$ cat src/rtl/fetch_pkg.sv
// Shared types and constants for the dual-issue instruction-fetch stage.
// Latency: n/a (package only).
// Backpressure: n/a (package only).
package fetch_pkg;

   typedef enum logic [1:0] {
      START   = 2'd0,
      FETCH   = 2'd1,
      FULL    = 2'd2,
      DISCARD = 2'd3
   } fetch_state_t;

   localparam int INST_W     = 16;
   localparam int RD_LSB     = 0;
   localparam int RN_LSB     = 3;
   localparam int RM_LSB     = 6;
   localparam int FIELD_W    = 3;
   localparam int PAIR_BYTES = 4;

   localparam logic [INST_W-1:0] DEFAULT_NOP = 16'h0000;

   // One fetched word: inst1 in the low half, inst2 in the high half.
   typedef struct packed {
      logic [INST_W-1:0] inst2;
      logic [INST_W-1:0] inst1;
   } inst_pair_t;

   function automatic logic [FIELD_W-1:0] inst_field(input logic [INST_W-1:0] inst,
                                                     input int lsb);
      return inst[lsb +: FIELD_W];
   endfunction

endpackage

$ cat src/rtl/if_id_pipe_reg.sv
// IF/ID pipeline register: instruction pair, its pc and a valid bit, plus register-field taps.
// Latency: one edge from load/flush to outputs; fields are combinational from the register.
// Backpressure: holds its contents whenever neither load nor flush is asserted.
//
// Ports: clk/rst; load (capture pair_in/pc_in, valid=1); flush (bubble, valid=0, wins over load);
//        inst1/inst2/pc/valid register outputs; inst{1,2}_{rd,rn,rm} decoded fields.
module if_id_pipe_reg
   import fetch_pkg::*;
#(
   parameter int                PC_W     = 16,
   parameter logic [INST_W-1:0] NOP_INST = DEFAULT_NOP
)(
   input  logic               clk,
   input  logic               rst,
   input  logic               load,
   input  logic               flush,
   input  inst_pair_t         pair_in,
   input  logic [PC_W-1:0]    pc_in,
   output logic [INST_W-1:0]  inst1,
   output logic [INST_W-1:0]  inst2,
   output logic [PC_W-1:0]    pc,
   output logic               valid,
   output logic [FIELD_W-1:0] inst1_rd,
   output logic [FIELD_W-1:0] inst1_rn,
   output logic [FIELD_W-1:0] inst1_rm,
   output logic [FIELD_W-1:0] inst2_rd,
   output logic [FIELD_W-1:0] inst2_rn,
   output logic [FIELD_W-1:0] inst2_rm
);

   always_ff @(posedge clk or posedge rst) begin
      if (rst) begin
         inst1 <= NOP_INST;
         inst2 <= NOP_INST;
         pc    <= '0;
         valid <= 1'b0;
      end else if (flush) begin
         // pc is left alone on a bubble; it is only meaningful while valid.
         inst1 <= NOP_INST;
         inst2 <= NOP_INST;
         valid <= 1'b0;
      end else if (load) begin
         inst1 <= pair_in.inst1;
         inst2 <= pair_in.inst2;
         pc    <= pc_in;
         valid <= 1'b1;
      end
   end

   assign inst1_rd = inst_field(inst1, RD_LSB);
   assign inst1_rn = inst_field(inst1, RN_LSB);
   assign inst1_rm = inst_field(inst1, RM_LSB);
   assign inst2_rd = inst_field(inst2, RD_LSB);
   assign inst2_rn = inst_field(inst2, RN_LSB);
   assign inst2_rm = inst_field(inst2, RM_LSB);

endmodule

$ cat src/rtl/fetch_pair_unit.sv
// Instruction fetch: owns the PC, fetches aligned 16-bit instruction pairs, drives IF/ID.
// Latency: IF/ID loads on the edge that samples imem_ack when not stalled; redirect next cycle.
// Backpressure: a pair acked during a stall is parked in a skid register and imem_req drops.
//
// Ports: clk/rst; PCWrite/IF_ID_Write stall enables; branch_taken/branch_target redirect;
//        imem_req/imem_addr/imem_ack/imem_rdata memory handshake; IF_ID_* register outputs
//        and decoded Rd/Rn/Rm fields of both IF/ID instructions.
module fetch_pair_unit
   import fetch_pkg::*;
#(
   parameter int                PC_W     = 16,
   parameter logic [PC_W-1:0]   RESET_PC = '0,
   parameter logic [INST_W-1:0] NOP_INST = DEFAULT_NOP
)(
   input  logic               clk,
   input  logic               rst,
   input  logic               PCWrite,
   input  logic               IF_ID_Write,
   input  logic               branch_taken,
   input  logic [PC_W-1:0]    branch_target,
   output logic               imem_req,
   output logic [PC_W-1:0]    imem_addr,
   input  logic               imem_ack,
   input  logic [31:0]        imem_rdata,
   output logic [INST_W-1:0]  IF_ID_inst1,
   output logic [INST_W-1:0]  IF_ID_inst2,
   output logic [PC_W-1:0]    IF_ID_pc,
   output logic               IF_ID_valid,
   output logic [FIELD_W-1:0] IF_ID_inst1_Rd,
   output logic [FIELD_W-1:0] IF_ID_inst1_Rn,
   output logic [FIELD_W-1:0] IF_ID_inst1_Rm,
   output logic [FIELD_W-1:0] IF_ID_inst2_Rd,
   output logic [FIELD_W-1:0] IF_ID_inst2_Rn,
   output logic [FIELD_W-1:0] IF_ID_inst2_Rm
);

   localparam logic [PC_W-1:0] PC_STEP    = PC_W'(PAIR_BYTES);
   localparam logic [PC_W-1:0] ALIGN_MASK = ~PC_W'(PAIR_BYTES - 1);

   fetch_state_t    state_q, state_d;
   logic [PC_W-1:0] pc_q, pc_d;
   logic [PC_W-1:0] disc_addr_q, disc_addr_d;
   logic            skid_vld_q, skid_vld_d;
   inst_pair_t      skid_q, skid_d;

   logic            both_en;
   logic            ifid_load, ifid_flush;
   inst_pair_t      ifid_pair;
   logic [PC_W-1:0] tgt_aligned;

   assign both_en     = PCWrite & IF_ID_Write;
   assign tgt_aligned = branch_target & ALIGN_MASK;

   always_comb begin
      state_d     = state_q;
      pc_d        = pc_q;
      disc_addr_d = disc_addr_q;
      skid_vld_d  = skid_vld_q;
      skid_d      = skid_q;
      ifid_load   = 1'b0;
      ifid_flush  = 1'b0;
      ifid_pair   = imem_rdata;
      imem_req    = 1'b0;

      unique case (state_q)
         START: state_d = FETCH;

         FETCH: begin
            imem_req = 1'b1;
            if (imem_ack) begin
               if (both_en) begin
                  ifid_load = 1'b1;
                  pc_d      = pc_q + PC_STEP;
               end else begin
                  // PC still points at the parked pair; it advances on release.
                  skid_vld_d = 1'b1;
                  skid_d     = imem_rdata;
                  state_d    = FULL;
               end
            end else if (IF_ID_Write) begin
               ifid_flush = 1'b1;
            end
         end

         FULL: begin
            if (both_en && skid_vld_q) begin
               ifid_load  = 1'b1;
               ifid_pair  = skid_q;
               skid_vld_d = 1'b0;
               pc_d       = pc_q + PC_STEP;
               state_d    = FETCH;
            end
         end

         DISCARD: begin
            imem_req = 1'b1;
            if (imem_ack) state_d = FETCH;
         end

         default: state_d = START;
      endcase

      // A redirect overrides everything above, stall enables included.
      if (branch_taken) begin
         pc_d       = tgt_aligned;
         ifid_load  = 1'b0;
         ifid_flush = 1'b1;
         skid_vld_d = 1'b0;
         if (imem_req && !imem_ack) begin
            // The memory still owes us the old request; keep presenting its
            // address until the ack arrives, then throw the data away.
            state_d = DISCARD;
            if (state_q == FETCH) disc_addr_d = pc_q;
         end else begin
            state_d = FETCH;
         end
      end
   end

   assign imem_addr = (state_q == DISCARD) ? disc_addr_q : pc_q;

   always_ff @(posedge clk or posedge rst) begin
      if (rst) begin
         state_q     <= START;
         pc_q        <= RESET_PC;
         disc_addr_q <= '0;
         skid_vld_q  <= 1'b0;
         skid_q      <= '0;
      end else begin
         state_q     <= state_d;
         pc_q        <= pc_d;
         disc_addr_q <= disc_addr_d;
         skid_vld_q  <= skid_vld_d;
         skid_q      <= skid_d;
      end
   end

   if_id_pipe_reg #(
      .PC_W     (PC_W),
      .NOP_INST (NOP_INST)
   ) u_if_id (
      .clk      (clk),
      .rst      (rst),
      .load     (ifid_load),
      .flush    (ifid_flush),
      .pair_in  (ifid_pair),
      .pc_in    (pc_q),
      .inst1    (IF_ID_inst1),
      .inst2    (IF_ID_inst2),
      .pc       (IF_ID_pc),
      .valid    (IF_ID_valid),
      .inst1_rd (IF_ID_inst1_Rd),
      .inst1_rn (IF_ID_inst1_Rn),
      .inst1_rm (IF_ID_inst1_Rm),
      .inst2_rd (IF_ID_inst2_Rd),
      .inst2_rn (IF_ID_inst2_Rn),
      .inst2_rm (IF_ID_inst2_Rm)
   );

endmodule

$ cat config.mk
export PLATFORM = sky130hd
export DESIGN_NAME = fetch_pair_unit
export DESIGN_NICKNAME = d
export VERILOG_FILES = /design/src/rtl/fetch_pkg.sv /design/src/rtl/if_id_pipe_reg.sv /design/src/rtl/fetch_pair_unit.sv
export SDC_FILE = /design/constraint.sdc
export NUM_CORES = 1
export LEC_CHECK = 0
export BUFFER_PORTS_ARGS = -buffer_cell sky130_fd_sc_hd__buf_2
export CAP_MARGIN = 40
export CELL_PAD_IN_SITES_DETAIL_PLACEMENT = 1
export CELL_PAD_IN_SITES_GLOBAL_PLACEMENT = 1
export CORE_MARGIN = 3
export CORE_UTILIZATION = 45
export DETAILED_ROUTE_END_ITERATION = 12
export PLACE_DENSITY_LB_ADDON = 0.1
export SETUP_SLACK_MARGIN = 0.05
export SLEW_MARGIN = 20
export SYNTH_ARGS = -nofsm -noshare
export SYNTH_HDL_FRONTEND = slang
export SYNTH_SLANG_ARGS = --single-unit
$ cat constraint.sdc
create_clock -name clk -period 4.5 [get_ports clk]
set_input_delay 0 -clock clk [delete_from_list [all_inputs] [get_ports clk]]
set_output_delay 0 -clock clk [all_outputs]
set_load 0.005 [all_outputs]
# [Yosys cells after proc, flatten, opt, wreduce, memory -nomap -nowiden]
# Cells that the tools add are included.
[word_totals] mem_bits_rw=0 latchBits=0 input_bits=54 romBits=0 output_inout_bits=84 register_bits=116 mem_count=0 elab_cells=71
[op_classes] n_bitwise=3 n_lt_le_gt_ge=0 n_addsub=1 eq_ne=8 muxes=36 n_div=0 reduce_logical=13 multipliers=0 n_shift=0
[ops] operator="16-bit 2-to-1 mux" count=9
[ops] operator="32-bit 2-to-1 mux" count=2
[ops] operator="16-bit case mux with 2 select lines" count=1
[ops] operator="16-bit by 3-bit adder with 16-bit output (second input constant)" count=1
[ops] operator="1-bit 2-to-1 mux" count=15
[ops] operator="3-bit != test (second input constant)" count=5
[ops] operator="2-bit 2-to-1 mux" count=6
[ops] operator="4-bit AND reduction" count=3
[ops] operator="2-bit case mux with 4 select lines" count=1
[ops] operator="3-bit AND reduction" count=2
[ops] operator="2-bit == test (second input constant)" count=2
[ops] operator="1-bit case mux with 2 select lines" count=2
[ops] operator="3-bit nonzero test" count=1
[ops] operator="2-bit by 1-bit == test with 1-bit output (second input constant)" count=1
[ops] operator="1-bit logical AND" count=2
[ops] operator="2-bit logical NOT" count=1
[ops] operator="1-bit NOT" count=2
[ops] operator="2-bit AND reduction" count=1
[ops] operator="2-bit nonzero test" count=1
[ops] operator="2-bit OR reduction" count=1
[ops] operator="1-bit AND" count=1
[ops] operator="1-bit logical NOT" count=1

# [Longest topological paths before layout]
# Gate-level depths: netlist of run 1.
[depth] word_depth=7 ltp_mapped=8 depth_no_buf=6

# [Cells and area by module]
# A second synthesis of run 1 with hierarchy kept.
[hier_totals] cells_unflattened=447 area_unflattened_um2=5451.5
[by_module_without_submodules] mod="fetch_pair_unit" cells_each=286 n_inst=1 seq_area_each_um2=1576.5 area_per_inst_um2=3342.0
[by_module_without_submodules] mod="if_id_pipe_reg" cells_each=161 n_inst=1 seq_area_each_um2=1226.2 area_per_inst_um2=2109.5

# [Worst setup path after synthesis of run 1]
# Ideal clock, no wire load.
[synth_timing] path_type="reg-to-reg" from="register state_q[0]" to="register pc_q[11]" path_slack_ns=2.200 path_stages_with_launch=8 n_path_buf=2 t_arrival_ns=2.218 setup_time_ns=0.082 synth_period_minus_slack_ns=2.300 required_time_ns=4.418 path_cell_list="dfrtp_1 -> ha_1 -> nor2b_4 -> buf_6 -> or4_4 -> buf_6 -> or4_1 -> a31oi_1"
[synth_between] elab_chain_cells=3 elab_cells_between_ends=9 cone_classes="eq/ne (5); mux (2); reduce/logical (2)"
[synth_lines] element="start: declaration" line_no="fetch_pair_unit.sv:40" text="fetch_state_t state_q, state_d;"
[synth_lines] element="start signal: assignment" line_no="fetch_pair_unit.sv:130" text="state_q <= state_d;"
[synth_lines] element="2-bit by 1-bit == test with 1-bit output / 2-bit == test (equally long branches)" line_no="fetch_pair_unit.sv:65" text="unique case (state_q)"
[synth_lines] element="3-bit != test (no line), or another cell as far along"
[synth_lines] element="4-bit AND reduction (no line) / 16-bit 2-to-1 mux (equally long branches)"
[synth_lines] element="end signal: assignment" line_no="fetch_pair_unit.sv:131" text="pc_q <= pc_d;"
[synth_lines] element="end: declaration" line_no="fetch_pair_unit.sv:41" text="logic [PC_W-1:0] pc_q, pc_d;"
# Several ways; a longest one is shown, not always the timed one.
# A chain may end at the register's enable or synchronous reset.

# [Final worst setup path of run 1]
[layout_timing] from="register state_q[0]" to="register u_if_id.inst1[11]"
[layout_between] elab_chain_cells=4 elab_cells_between_ends=10 cone_classes="eq/ne (2); mux (7); reduce/logical (1)"
[layout_lines] element="2-bit == test / 2-bit by 1-bit == test with 1-bit output (equally long branches)" line_no="fetch_pair_unit.sv:65"
[layout_lines] element="1-bit case mux with 2 select lines, or another cell as far along" line_no="fetch_pair_unit.sv:65"
[layout_lines] element="1-bit 2-to-1 mux / 16-bit 2-to-1 mux (equally long branches)" line_no="fetch_pair_unit.sv:104, if_id_pipe_reg.sv:42"
[layout_lines] element="2-bit nonzero test (no line) / 16-bit 2-to-1 mux (equally long branches)"
[layout_lines] element="end signal: assignment" line_no="if_id_pipe_reg.sv:43" text="inst1 <= pair_in.inst1;"
[layout_lines] element="end: declaration" line_no="if_id_pipe_reg.sv:19" text="output logic [INST_W-1:0] inst1,"
# Several ways; a longest one is shown, not always the timed one. The select of a mux whose other input is x is not followed.

==> results of run 1 <==
logic make-up after synthesis:
| kind of cell | count (synthesis) | synth area share |
|---|---|---|
| buffers and inverters | 54 | 0.0587 |
| other | 1 | 0.000733 |
| AO/OA/AOI/OAI | 73 | 0.106 |
| AND/OR/NAND/NOR | 63 | 0.0634 |
| flip-flops | 110 | 0.538 |
| adder cells (fa/ha/maj) | 4 | 0.00979 |
| multiplexers | 102 | 0.216 |
| XOR/XNOR | 4 | 0.00685 |
layout by cell type, fill, tap and decap left out, drive strengths merged, types with 2 or more instances in the layout:
cell type / count
buf: 139
dfrtp: 110
mux2: 68
dlygate4sd3: 46
mux2i: 34
o2bb2ai: 32
nand2: 23
o21ai: 14
nor2: 12
clkbuf: 12
a31oi: 10
inv: 7
nand3: 6
or4: 5
o31ai: 4
nand4: 4
ha: 4
conb: 4
xnor2: 3
a21oi: 3
clkinv: 3
or3: 2
a31o: 2
and2: 2
a21boi: 2
routing by layer:
metal  wire [um]  vias to the layer above
met3         724                       12
met5           0                        -
li1            -                     1771
met4         167                        0
met1        5370                     1919
met2        6660                      100
worst max path at each step:
stage,from,endpoint,slack [ns],depth (start not counted)
after floorplan,rst,disc_addr_q[10]$_DFFE_PP0P_,1.60,1
after global placement,state_q[0]$_DFFE_PP0P_,u_if_id.inst2[0]$_DFFE_PP0P_,1.70,7
after detailed placement,state_q[0]$_DFFE_PP0P_,u_if_id.inst1[11]$_DFFE_PP0P_,1.87,8
after CTS,state_q[0]$_DFFE_PP0P_,u_if_id.inst2[15]$_DFFE_PP0P_,1.84,8
after global routing,state_q[0]$_DFFE_PP0P_,u_if_id.inst1[11]$_DFFE_PP0P_,1.68,8
final,state_q[0]$_DFFE_PP0P_,u_if_id.inst1[11]$_DFFE_PP0P_,1.90,8
registers in the layout, indices dropped and copies added, names as in the netlist:
signal	flops
skid_q	32
u_if_id.inst1	16
u_if_id.inst2	16
disc_addr_q	14
pc_q	14
u_if_id.pc	14
state_q	2
skid_vld_q	1
u_if_id.valid	1
layout make-up:
cell class / instances / area, sq um
Clock inverter: 4 / 52.6
Multi-Input combinational cell: 250 / 2090
Fill cell: 1162 / 4360
Clock buffer: 12 / 267
Inverter: 7 / 28.8
Timing Repair Buffer: 185 / 1260
Tap cell: 140 / 175
Sequential cell: 110 / 2750
critical path, cell delays in order, from the launching register on:
cell and delay [ns]:
dfrtp_1 0.41, inv_1 0.06, ha_1 0.26, nand4_1 0.14, buf_4 0.50, o21ai_0 0.29, a21boi_4 0.49, buf_16 0.22
o2bb2ai_1 0.13
what timing repair did:
action | in CTS | in global routing
hold buffers | 46 | 0
hold endpoints to repair | 137 | 0
endpoints found under the setup margin | 0 | 0
power breakdown:
| group | total [W] | internal [W] | switching (W) |
|---|---|---|---|
| Clock | 0.000833 | 0.000480 | 0.000353 |
| Combinational | 0.00106 | 0.000594 | 0.000469 |
| Sequential | 0.00150 | 0.00131 | 0.000188 |
per-stage QoR:
stage	area, sq um	power, W	setup slack [ns]	hold WS, ns
3_3_place_gp	5720	0.00245	1.70	0.194
5_1_grt	6620	0.00362	1.68	0.0469
3_5_place_dp	5810	0.00255	1.87	0.199
6_report	6620	0.00340	1.90	0.00961
4_1_cts	6590	0.00342	1.84	0.0185
2_1_floorplan	5130	0.00215	1.60	0.121
==> flow_summary.yaml, run 1 <==
clocking:
  root_buffer: "clkbuf_16"
  post_cts_resized: 0
  htree_levels: 3
  cts_tree: "built"
  numCtsBuffers: 9
  clock_latency_ns: 0.34
  cts_max_path_buffers: 2
  clock-sinks: 110
  postCtsSetupBuffers: 0
  clkSlewWorstSetupHoldPaths_ns: 0.07
grt:
  grt_max_degree: 64
  track_usage: 0.215
  grt.met2_usage: 0.384
  grtUsageMet3: 0.0491
  first_global_vias: 4263
  grt.busiest_layer: "met2"
  grt_pass1_wl_um: 21800
  grt_antenna_before_repair: 0
  use_met1: 0.264
  grt-ovfl-total: 0
min_path:
  hp-start: "branch_target[12]"
  holdPathEnd: "pc_q[12]$_DFFE_PP0P_"
  hp-class: "input pin to register"
  min_path_cells: 3
routing:
  vias_per_cell: 5.37
  postRouteAntennaNets: 0
  drc: 0
  vias: 3802
  drtPass1Iterations: 4
  wl_per_cell_um: 18.3
  drt_iter0_drc: 105
  wl_um: 12900
cells_and_area:
  fin_nets: 621
  antenna_cells: 0
  final_core_util: 0.603
  syn_to_final_growth_pct: 29.5
  drive_gt1_frac: 0.408
  finalNonFillerCells: 708
sta:
  tightest_slew_ns: 0.748
  hold_viol_final: 0
  fin_crit_sh: 0.578
  fin_skew_ns: 0.0119
  fmax_mhz: 385
  setup-tns-final_ns: 0
  max_slew_margin: 0.500
  rsz0062_at_grt: "no"
  finalSetupViolations: 0
  final_max_slew_viol_count: 0
  fin_crit_ns: 2.60
critical_path:
  crit_type: "register to register"
  arrival_ns: 2.86
  r2r_end: "u_if_id.inst1[11]$_DFFE_PP0P_"
  endpoint_kind: "register"
  rrSetupSlack_ns: 1.90
  worstRegToRegCells: 8
  r2r-start: "state_q[0]$_DFFE_PP0P_"
  crit_required_ns: 4.76
  cp_max_fo: 33
  cp-start-kind: "register"
die:
  rows: 38
  die_h_um: 113
  io_pins: 138
  coreArea_sq_mm: 0.0110
  die_x_um: 113
  floorplan.initialDensity: 0.466
  dieArea_sq_mm: 0.0127
synthesis:
  ys_types: 44
  ys_warn_count: 0
  yosysMostFrequentCell: "dfrtp_1"
  synth_top_area_cell: "dfrtp_1"
  synth_flop_cell: "dfrtp_1"
  ys_seq_area_frac: 0.538
  synth_area_leaders: "dfrtp_1 54%, mux2_2 15%, mux2i_1 6.7%, o2bb2ai_1 5.5%, buf_4 3.2%"
  synth_area_per_cell_sq_um: 12.4
  synth-seq-cells: 110
  synthTopCellsByCount: "110 x dfrtp_1, 68 x mux2_2, 34 x mux2i_1, 32 x o2bb2ai_1, 23 x nand2_1"
  synthArstFlopShare: 1.00
  synth_top_area_frac: 0.538
  synth-edff-count: 0
  synth_area_sq_mm: 0.00511
  synth_cells: 411
pwr:
  worst_ir_drop_vdd_mv: 0.248
  p_leak_nw: 3.33
  power_density_mw_per_mm2: 513
place:
  place_congestion: 0.721
  port_buffers: 131
  place_inst: 644
  dp_hpwl_um: 8390
run_status:
  status: "finished, final reports clean"
run:
  cap_violations: 0
Note: power is estimated with default switching activity, not from simulation.
==> inputs of run 2 (changes only) <==
--- a/config.mk
+++ b/config.mk
@@ -10,7 +10,7 @@
 export CELL_PAD_IN_SITES_DETAIL_PLACEMENT = 1
 export CELL_PAD_IN_SITES_GLOBAL_PLACEMENT = 1
 export CORE_MARGIN = 3
-export CORE_UTILIZATION = 45
+export CORE_UTILIZATION = 41
 export DETAILED_ROUTE_END_ITERATION = 12
 export PLACE_DENSITY_LB_ADDON = 0.1
 export SETUP_SLACK_MARGIN = 0.05
==> constraint.sdc (replaced) <==
create_clock -name clk -period 2.4 [get_ports clk]
set_input_delay 0 -clock clk [delete_from_list [all_inputs] [get_ports clk]]
set_output_delay 0 -clock clk [all_outputs]
set_load 0.005 [all_outputs]
==> run 2 against run 1 <==
Hold slack better by 0.0078 ns. Die area is 9.2% higher. Final area is 0.28% higher. Via count is 1.0% higher. Clock power is 67% higher. Power is 82% higher. Largest cell class unchanged. Worst setup slack worse by 1.8 ns. Critical path depth is 2 lower. Wire length is 0.81% higher. Register-to-register slack worse by 1.8 ns. Clock skew is 0.0038 ns lower. First-iteration DRC count is 54% higher. Critical endpoint is now pc_q[11]$_DFFE_PP0P_.
==> flow_summary.yaml, run 2 (synthesis gave the netlist of run 1 again) <==
run_status:
  status: "finished, final reports clean"
cells_and_area:
  syn_to_final_growth_pct: 29.9
  n_fill_cell: 1314
  final_cell_mix: "131 x buf_2, 110 x dfrtp_1, 68 x mux2_2"
  layout_commonest_cell: "buf_2"
  antenna_cells: 0
  ff_latch_area_sq_mm: 0.00275
  largest_reg_flops: 32
  top_regs: "skid_q (32), u_if_id.inst1 (16), u_if_id.inst2 (16)"
  multiInputGateArea_sq_mm: 0.00209
  drive_gt1_frac: 0.414
  top_register: "skid_q"
  fin_nets: 628
  finalNonFillerCells: 743
pwr:
  worst_ir_drop_vdd_mv: 0.531
  power_density_mw_per_mm2: 931
  p_leak_nw: 3.33
grt:
  grt_max_degree: 111
  grt_pass1_wl_um: 22000
  track_usage: 0.196
  grt_antenna_before_repair: 0
  grt-ovfl-total: 0
  first_global_vias: 4171
die:
  coreArea_sq_mm: 0.0121
  die_h_um: 118
  die_x_um: 118
  io_pins: 138
  rows: 40
  floorplan.initialDensity: 0.422
  dieArea_sq_mm: 0.0139
clocking:
  cts_max_path_buffers: 2
  numCtsBuffers: 9
  root_buffer: "clkbuf_16"
  clock_latency_ns: 0.36
  cts_tree: "built"
  clkSlewWorstSetupHoldPaths_ns: 0.07
  clock-sinks: 110
  htree_levels: 3
place:
  place_inst: 678
  place_congestion: 0.802
  dp_hpwl_um: 8320
  port_buffers: 131
routing:
  wl_um: 13000
  vias_per_cell: 5.17
  vias: 3841
  drc: 0
  postRouteAntennaNets: 0
  drt_iter0_drc: 162
  wl_per_cell_um: 17.5
  drtPass1Iterations: 4
min_path:
  hp-class: "input pin to register"
  min_path_cells: 2
sta:
  rsz0062_at_grt: "yes"
  final_max_slew_viol_count: 0
  fin_crit_sh: 0.938
  max_slew_margin: 0.586
  setup-tns-final_ns: 0
  fin_crit_ns: 2.25
  fmax_mhz: 444
  tightest_slew_ns: 0.621
  fin_skew_ns: 0.00815
  finalSetupViolations: 0
  hold_viol_final: 0
critical_path:
  crit_required_ns: 2.67
  arrival_ns: 2.52
  cp-start-kind: "register"
  worstRegToRegCells: 6
  endpoint_kind: "register"
  crit_type: "register to register"
  cp_max_fo: 10
run:
  cap_violations: 0
run 2: cell count changes in the layout (fill, tap and decap cells not counted), sizes merged:
cell         change
buf              +5
clkinv           +3
inv              -2
dlygate4sd3      +1
clkinvlp         +1
bufinv           -1
run 2: repair_timing:
action / in CTS / in global routing
endpoints found under the hold margin: 188 / 0
resized for setup: 1 / 2
hold buffers: 47 / 0
buffers inserted: 0 / 2
endpoints found under the setup margin: 32 / 46
pin swaps: 0 / 2
run 2: worst paths after layout:
kind | to | from | slack [ns]
worst min-delay path | skid_vld_q$_DFFE_PP0P_ | branch_taken | 0.02
max in group asynchronous | u_if_id.inst2[3]$_DFFE_PP0P_ | rst | 1.58
worst max-delay path | pc_q[11]$_DFFE_PP0P_ | state_q[1]$_DFFE_PP0P_ | 0.15
worst min register to register | u_if_id.valid$_DFFE_PP0P_ | u_if_id.valid$_DFFE_PP0P_ | 0.49
min in group asynchronous | u_if_id.inst1[12]$_DFFE_PP0P_ | rst | 0.32
worst max register to register | pc_q[11]$_DFFE_PP0P_ | state_q[1]$_DFFE_PP0P_ | 0.15
run 2: metal layers:
metal  vias to the layer above  routed length [um]  GRT usage
li1                       1787                   -          -
met1                      1949                5610      0.246
met2                        86                6550      0.331
met3                        19                 642     0.0543
met4                         0                 232     0.0623
met5                         -                   0          0
run 2: power by group:
part	internal [W]	switching, W	total (W)	leakage [nW]
Combinational	0.00111	0.000870	0.00198	1.82
Clock	0.000724	0.000666	0.00139	0.139
Sequential	0.00247	0.000351	0.00282	1.37
Total	0.00430	0.00189	0.00619	3.33
run 2: worst max-delay path: stages (launching register included):
cell and delay [ns]:
dfrtp_1 0.39, inv_1 0.08, ha_1 0.23, nor2b_4 0.16, or4_4 0.61, or4_1 0.52
a31oi_1 0.18
run 2: stage by stage:
step           cell area [sq um]  utilization  total power, W  setup WS, ns  hold WS [ns]
3_3_place_gp                5880        0.485         0.00467         0.103         0.214
3_5_place_dp                5880        0.485         0.00479     -0.000584         0.225
4_1_cts                     6620        0.547         0.00627        0.0556        0.0123
6_report                    6640        0.548         0.00619         0.149        0.0174
5_1_grt                     6640        0.548         0.00662        0.0399        0.0229
2_1_floorplan               5130            -         0.00402         0.100         0.121
run 2: final cells by class:
type	count	share of cell area
Sequential cell	110	0.414
Clock inverter	5	0.00377
Clock buffer	11	0.0365
Timing Repair Buffer	192	0.194
Multi-Input combinational cell	250	0.315
Tap cell	168	0.0316
Inverter	7	0.00452
==> inputs of run 3 (changes only) <==
--- a/config.mk
+++ b/config.mk
@@ -13,6 +13,7 @@
 export CORE_UTILIZATION = 41
 export DETAILED_ROUTE_END_ITERATION = 12
 export PLACE_DENSITY_LB_ADDON = 0.1
+export RECOVER_POWER = 100
 export SETUP_SLACK_MARGIN = 0.05
 export SLEW_MARGIN = 20
 export SYNTH_ARGS = -nofsm -noshare
==> run 3 against run 2 <==
The run now ends with slew limit left. Sequential share of layout area increased by 0.56 points. Worst setup slack worse by 0.0049 ns. Critical path depth is 1 higher. Highest routed layer unchanged.
==> flow_summary.yaml, run 3 (synthesis gave the netlist of run 1 again) <==
place:
  place_congestion: 0.802
  placed_cell_area_sq_mm: 0.00588
  port_buffers: 131
  dp_hpwl_um: 8320
grt:
  first_global_vias: 4171
  grt-ovfl-total: 0
  grt_max_degree: 111
  grt_pass1_wl_um: 22000
  track_usage: 0.196
  grt_antenna_before_repair: 0
run_status:
  violations: "slew limit"
  status: "complete, but fails checks"
cells_and_area:
  fin_nets: 628
  n_fill_cell: 1323
  top_regs: "skid_q (32), u_if_id.inst1 (16), u_if_id.inst2 (16)"
  fin_area_sq_mm: 0.00655
  antenna_cells: 0
  ff_latch_area_sq_mm: 0.00275
  largest_reg_flops: 32
  multiInputGateArea_sq_mm: 0.00209
  top_register: "skid_q"
  final_cell_mix: "110 x dfrtp_1, 91 x buf_2, 67 x mux2_2"
  layout_commonest_cell: "dfrtp_1"
  final_core_util: 0.541
  syn_to_final_growth_pct: 28.1
  drive_gt1_frac: 0.336
critical_path:
  r2r-start: "state_q[0]$_DFFE_PP0P_"
  cp_max_fo: 22
  crit_type: "register to register"
  arrival_ns: 2.53
  worstSetupStartpoint: "state_q[0]$_DFFE_PP0P_"
  cp-start-kind: "register"
  crit_required_ns: 2.67
  endpoint_kind: "register"
die:
  coreArea_sq_mm: 0.0121
  die_x_um: 118
  floorplan.initialDensity: 0.422
  rows: 40
  io_pins: 138
  die_h_um: 118
  dieArea_sq_mm: 0.0139
sta:
  fin_crit_sh: 0.940
  fin_crit_ns: 2.26
  setup-tns-final_ns: 0
  tightest_slew_ns: 1.51
  hold_ws_ns: 0.0174
  rsz0062_at_grt: "yes"
  fmax_mhz: 443
  max_slew_margin: -0.00374
  finalSetupViolations: 0
  fin_skew_ns: 0.00779
  final_max_slew_viol_count: 47
  hold_viol_final: 0
pwr:
  p_sw_frac: 0.309
  p_switching_w: 0.00189
  p_leak_nw: 3.16
  combPwrFrac: 0.312
  p_int_w: 0.00423
  power_density_mw_per_mm2: 934
  worst_ir_drop_vdd_mv: 0.530
  p_clk_frac: 0.227
  pwr-share-seq: 0.460
run:
  cap_violations: 0
routing:
  drc: 0
  postRouteAntennaNets: 0
  vias: 3858
  wl_um: 13000
  wl_per_cell_um: 17.5
  drt_iter0_drc: 146
  vias_per_cell: 5.19
  drtPass1Iterations: 4
min_path:
  hp-class: "input pin to register"
  hp-start: "branch_taken"
clocking:
  clock_latency_ns: 0.36
  numCtsBuffers: 9
  cts_tree: "built"
  clkSlewWorstSetupHoldPaths_ns: 0.07
  clock-sinks: 110
  cts_max_path_buffers: 2
  htree_levels: 3
  root_buffer: "clkbuf_16"
run 3: cell types whose count changed in the layout (fill, tap and decap cells not counted), sizes merged:
cell / delta
buf: -47
clkbuf: +47
run 3: worst max-delay path, cell delays in order (launching register included):
cell	delay (ns)
dfrtp_1	0.42
inv_1	0.07
ha_1	0.27
nand4_1	0.17
a21boi_0	0.16
a2111o_2	0.64
buf_12	0.26
o2bb2ai_1	0.17
run 3: stage by stage:
stage / power (W) / worst slack [ns] / instances
floorplan: 0.00402 / 0.100 / 414
global placement: 0.00467 / 0.103 / 678
detailed placement: 0.00479 / -0.000584 / 678
CTS: 0.00627 / 0.0556 / 741
global route: 0.00655 / 0.0305 / 743
finish: 0.00612 / 0.144 / 743
run 3: cell type report:
class / instances / share of cell area
Sequential cell: 110 / 0.420
Multi-Input combinational cell: 250 / 0.319
Timing Repair Buffer: 192 / 0.184
Clock buffer: 11 / 0.0370
Tap cell: 168 / 0.0321
Inverter: 7 / 0.00458
Clock inverter: 5 / 0.00382
run 3: final timing paths:
kind	to	slack, ns	depth (start not counted)
setup / recovery	u_if_id.inst2[3]$_DFFE_PP0P_	0.14	7
hold / removal	skid_vld_q$_DFFE_PP0P_	0.02	2
setup reg to reg	u_if_id.inst2[3]$_DFFE_PP0P_	0.14	7
hold reg to reg	u_if_id.valid$_DFFE_PP0P_	0.49	2
max in group asynchronous	skid_q[5]$_DFFE_PP0P_	0.72	4
min in group asynchronous	u_if_id.inst1[12]$_DFFE_PP0P_	0.72	4
run 3: power groups by stage:
stage / Combinational, W / Clock [W] / Sequential, W
final: 0.00191 / 0.00139 / 0.00282
after global routing: 0.00212 / 0.00153 / 0.00290
after CTS: 0.00201 / 0.00144 / 0.00282
after detailed placement: 0.00194 / 0 / 0.00284
after global placement: 0.00188 / 0 / 0.00279
after floorplan: 0.00126 / 0 / 0.00276
run 3: what timing repair did:
| action | 4_1_cts | 5_1_grt |
|---|---|---|
| hold buffers | 47 | 0 |
| setup endpoints to repair | 32 | 46 |
| resized for setup | 1 | 2 |
| hold endpoints to repair | 188 | 0 |
| pin swaps | 0 | 2 |
| buffers inserted | 0 | 2 |
run 3: per-layer routing:
layer  wire length [um]  vias up  GRT usage
met5                  0        -          0
met4                231        0     0.0623
met1               5590     1964      0.246
met2               6560       88      0.331
met3                656       19     0.0543
li1                   -     1787          -
